`src/rtl/max_pool_engine.sv`:
```
// ============================================================================
// Module   : max_pool_engine
// Summary  : Snapshots a signed IN_DIM x IN_DIM map on start, scans it one
//            element per cycle and writes the non-overlapping POOL x POOL max.
// Revision : 1.0  initial release
// ============================================================================
`default_nettype none

module max_pool_engine #(
    parameter int DATA_W = 32,
    parameter int IN_DIM = 6,
    parameter int POOL   = 2
) (
    input  logic                                              clk,
    input  logic                                              rst,
    input  logic                                              start,
    input  logic [IN_DIM*IN_DIM*DATA_W-1:0]                   input_fm,
    output logic [(IN_DIM/POOL)*(IN_DIM/POOL)*DATA_W-1:0]     output_fm,
    output logic                                              done,
    output logic                                              busy
);

    localparam int OUT_DIM = IN_DIM / POOL;
    localparam int NE      = IN_DIM * IN_DIM;
    localparam int NO      = OUT_DIM * OUT_DIM;
    localparam int AW      = (NE > 1) ? $clog2(NE) : 1;
    localparam int OW      = (NO > 1) ? $clog2(NO) : 1;
    localparam int WW      = (OUT_DIM > 1) ? $clog2(OUT_DIM) : 1;
    localparam int KW      = (POOL > 1) ? $clog2(POOL) : 1;

    generate
        if (IN_DIM % POOL != 0) begin : g_bad_pool
            $error("max_pool_engine: IN_DIM must be a multiple of POOL");
        end
    endgenerate

    typedef enum logic [1:0] {
        S_IDLE = 2'd0,
        S_SCAN = 2'd1,
        S_DONE = 2'd2
    } state_t;

    state_t                     state;
    logic signed [DATA_W-1:0]   snap [NE];
    logic        [WW-1:0]       wr, wc;
    logic        [KW-1:0]       kr, kc;
    logic signed [DATA_W-1:0]   run_max;

    logic        [AW-1:0]       elem_idx;
    logic        [OW-1:0]       out_idx;
    logic signed [DATA_W-1:0]   elem;
    logic signed [DATA_W-1:0]   win_max;
    logic                       win_first, win_last, grid_last;

    always_comb begin
        elem_idx  = AW'((int'(wr) * POOL + int'(kr)) * IN_DIM + int'(wc) * POOL + int'(kc));
        out_idx   = OW'(int'(wr) * OUT_DIM + int'(wc));
        elem      = snap[elem_idx];
        win_first = (kr == '0) && (kc == '0);
        win_last  = (kr == KW'(POOL - 1)) && (kc == KW'(POOL - 1));
        grid_last = (wr == WW'(OUT_DIM - 1)) && (wc == WW'(OUT_DIM - 1));
        // Strictly-greater replace keeps the first-scanned element on a tie.
        if (win_first || (elem > run_max)) begin
            win_max = elem;
        end else begin
            win_max = run_max;
        end
    end

    always_ff @(posedge clk) begin
        if (rst) begin
            state     <= S_IDLE;
            done      <= 1'b0;
            busy      <= 1'b0;
            output_fm <= '0;
            wr        <= '0;
            wc        <= '0;
            kr        <= '0;
            kc        <= '0;
            run_max   <= '0;
            for (int k = 0; k < NE; k++) begin
                snap[k] <= '0;
            end
        end else begin
            case (state)
                S_IDLE: begin
                    done <= 1'b0;
                    if (start) begin
                        for (int k = 0; k < NE; k++) begin
                            snap[k] <= input_fm[k*DATA_W +: DATA_W];
                        end
                        wr      <= '0;
                        wc      <= '0;
                        kr      <= '0;
                        kc      <= '0;
                        run_max <= '0;
                        busy    <= 1'b1;
                        state   <= S_SCAN;
                    end
                end
                S_SCAN: begin
                    if (win_last) begin
                        output_fm[out_idx*DATA_W +: DATA_W] <= win_max;
                        kr <= '0;
                        kc <= '0;
                        if (grid_last) begin
                            state <= S_DONE;
                            done  <= 1'b1;
                            busy  <= 1'b0;
                        end else if (wc == WW'(OUT_DIM - 1)) begin
                            wc <= '0;
                            wr <= wr + 1'b1;
                        end else begin
                            wc <= wc + 1'b1;
                        end
                    end else begin
                        run_max <= win_max;
                        if (kc == KW'(POOL - 1)) begin
                            kc <= '0;
                            kr <= kr + 1'b1;
                        end else begin
                            kc <= kc + 1'b1;
                        end
                    end
                end
                S_DONE: begin
                    done  <= 1'b0;
                    state <= S_IDLE;
                end
                default: begin
                    done  <= 1'b0;
                    busy  <= 1'b0;
                    state <= S_IDLE;
                end
            endcase
        end
    end

endmodule

`default_nettype wire

```
`config.mk`:
```
export PLATFORM = sky130hd
export DESIGN_NAME = max_pool_engine
export DESIGN_NICKNAME = d
export VERILOG_FILES = /design/src/rtl/max_pool_engine.sv
export SDC_FILE = /design/constraint.sdc
export NUM_CORES = 2
export LEC_CHECK = 0
export ABC_AREA = 1
export CAP_MARGIN = 0
export CORE_AREA = 2 2 561 563
export CTS_CLUSTER_DIAMETER = 30
export CTS_CLUSTER_SIZE = 8
export DETAILED_ROUTE_END_ITERATION = 16
export DIE_AREA = 0 0 563 565
export MAX_ROUTING_LAYER = met4
export PLACE_DENSITY = 0.51
export SYNTH_ARGS = -nofsm -noshare
export SYNTH_HDL_FRONTEND = slang
export SYNTH_SLANG_ARGS = --single-unit
```
`constraint.sdc`:
```
create_clock -name clk -period 38.8 [get_ports clk]
set_input_delay 7.76 -clock clk [delete_from_list [all_inputs] [get_ports clk]]
set_output_delay 7.76 -clock clk [all_outputs]
set_load 0.05 [all_outputs]
```
==> run_results.csv <==
group,metric,value,unit
drt,dr.first_iter.drc_count,5757,
worst_setup_path,ff2ff_setup_slack,29.41,ns
die,pin_count,1445,
worst_setup_path,crit_top_cell,"buf_4",
die,coreArea,311000,sq um
drt,drc_errors,0,
power,pwr-share-seq,28.1,%
die,die_w,563,um
sta,slew_headroom,13.1,%
clocking,cts_setup_buffers,0,
layout,num-nets-final,10200,
clocking,h-tree-depth,5,
placed_design,hpwl,242000,um
drt,first_pass_iters,6,
layout,stdcell_count,13500,
power,p_int,0.00443,W
layout,layout-drive-gt1-share,8.10,%
clocking,cts_root_buf,"clkbuf_16",
worst_setup_path,worstPathCellList,"buf_4 -> inv_6 -> nand2_4 -> buf_4 -> buf_4 -> buf_4 -> buf_4",
drt,viasPerCell,4.40,
die,rows,205,
drt,vias,59400,
sta,setup_ws,26.13,ns
worst_setup_path,cp-start-kind,"input port",
global_routing,grt_max_degree,178,
power,power_density,68.0,nW/um^2
drt,routedWlPerCell,24.1,um
worst_setup_path,cp_max_fo,82,
drt,wl,326000,um
clocking,cts_buffer_depth,4,
job,maxCapViolations,0,
clocking,clock_sinks,1482,
worst_setup_path,cp-end-kind,"register",
sta,setup_viol,0,
clocking,ctsHoldBuffers,0,
synth,ys_seq_area_share,60.7,%
run_status,status,"complete, no violations",
global_routing,grt_pass1_wl,443000,um
clocking,numCtsBuffers,365,
worst_setup_path,cp_slowest_cell,"buf_4",
layout,layout_common_cells,"clkdlybuf4s50_1 (1,443), inv_1 (1,243), nor2_1 (1,240)",
power,peakVddDrop,0.0693,mV
power,p_leak,42.1,nW
clocking,clkLatencyLatePin,0.91,ns
clocking,cts_tree,"done",
power,switchingPower,0.00231,W
global_routing,globalRoute.totalOverflow,0,
worst_setup_path,arrival,13.17,ns
synth,ys_warn_count,0,
sta,tightest_slew,1.30,ns
sta,final-hold-violation-count,0,
clocking,ctsResizeCount,0,
worst_setup_path,max_stage_delay,0.96,ns
worst_setup_path,required,39.30,ns
die,die_y,565,um
synth,avgSynthCellArea,8.95,sq um
synth,synth_area,67900,sq um
min_path,hp-class,"register to register",
sta,drv_slew,0,
synth,ys_ff_latch,1482,
global_routing,first_global_vias,59500,
sta,max_freq,78.9,MHz
placed_design,routabilityCongestion,0.892,
clocking,cts.clk_slew.worst_paths,0.05,ns
power,power_frac_comb,25.1,%
placed_design,dpl_worst_slack,25.26,ns
synth,syn_nets,8793,
layout,final_util,31.8,%
sta,min_period,12.67,ns
sta,clock-skew-final,0.112,ns
power,power.share.switching,34.2,%
placed_design,numPlacedInstances,12800,
drt,ant_nets,0,
global_routing,antenna_found_initial,67,
global_routing,grt_use_total,20.2,%
layout,fillCellCount,32100,
layout,final_common_cell,"clkdlybuf4s50_1",
die,start_util,21.8,%
synth,netlist_instances,7592,
placed_design,portBuffers,1444,
die,die_area,318000,sq um
sta,tns,0,ns
power,p_clk_share,46.9,%
synth,synth.distinct_cells,40,
power,p_total,0.00674,W
sta,min_period_over_period,32.7,%
sta,rsz0062_at_grt,"no",
worst_setup_path,critPathKind,"input port to register",
layout,area_growth_syn_to_layout,45.8,%
synthesized netlist by cell type:
library cell	instances	area share (%)
a211oi_1	3	0.033
a21o_1	1	0.011
a21oi_1	359	2.6
a31oi_1	1	0.0092
a32o_1	18	0.27
and3_1	1	0.0092
buf_1	40	0.22
buf_2	128	0.94
buf_4	46	0.51
buf_6	7	0.12
clkbuf_1	259	1.4
clkbuf_2	5	0.037
dfxtp_1	330	9.7
edfxtp_1	1152	51
fa_1	4	0.12
ha_1	42	0.77
inv_1	1245	6.9
inv_2	9	0.050
nand2_1	1166	6.4
nand2_2	25	0.23
nand3_1	1059	7.8
nand3_2	30	0.44
nand4_1	4	0.037
nor2_1	1242	6.9
nor2_2	2	0.018
nor2_4	8	0.13
nor3_1	4	0.029
nor4_2	1	0.018
o211a_1	1	0.015
o211ai_1	40	0.44
o21a_1	1	0.011
o21ai_0	306	2.3
o21ai_1	17	0.13
o221ai_1	13	0.17
o22ai_1	1	0.0092
or2_1	1	0.0092
or2_2	17	0.16
xnor2_2	1	0.024
xor2_1	2	0.026
xor2_2	1	0.024
layer usage:
layer / vias up / track usage (%) / part of all wire (%)
met4: 0 / 8.10 / 4.1
met3: 520 / 3.47 / 6.4
met2: 2617 / 33.5 / 49
met5: - / - / 0
li1: 27500 / - / -
met1: 28700 / 24.2 / 41
kinds of logic after synthesis:
logic type      share of synthesized area [%]
compound gates                           5.99
xor+xnor                               0.0737
fa+ha+maj                               0.892
buf+inv                                  10.2
flops                                    60.7
simple gates                             22.2
registers in the layout, indices dropped and copies added (netlist names):
register	cells
wr	2
kc	1
output_fm	288
done	1
busy	1
kr	1
state	2
run_max	32
wc	2
snap	1152
final cells by class:
cell class              count  area (sq um)  area share, %
multi-input cells        4371         19900           20.1
diodes                     59           148          0.149
well taps                4140          5180           5.23
clock inverters           221          3100           3.13
repair buffers           1520         15100           15.3
flip-flops and latches   1482         41200           41.6
clock buffers             446          9690           9.79
inverters                1254          4740           4.78
per-stage QoR:
stage	area (sq um)	hold WS, ns
after floorplan	67900	0.444
after detailed placement	86100	0.457
after global routing	99000	0.486
final	99100	0.465
after CTS	98900	0.464
after global placement	86100	0.452
power by group through the flow:
stage / Clock [W] / Combinational, W / Sequential, W
after floorplan: 0 / 0.000810 / 0.00202
after global placement: 0 / 0.00173 / 0.00192
after detailed placement: 0 / 0.00174 / 0.00192
after CTS: 0.00320 / 0.00175 / 0.00189
after global routing: 0.00328 / 0.00183 / 0.00190
final: 0.00316 / 0.00169 / 0.00189
worst max-delay path: cells and delay by family:
| family | cells | cell delay, ns |
|---|---|---|
| buffers and inverters | 6 | 4.22 |
| AND/OR/NAND/NOR | 1 | 0.80 |
worst paths after layout:
path | from | endpoint | cells past startpoint
worst max register to register | kr | output_fm[195] | 25
worst min-delay path | run_max[4] | run_max[4] | 2
worst max-delay path | rst | snap[23][27] | 7
worst min register to register | run_max[4] | run_max[4] | 2
No activity file was read; power rests on OpenSTA's default activity.
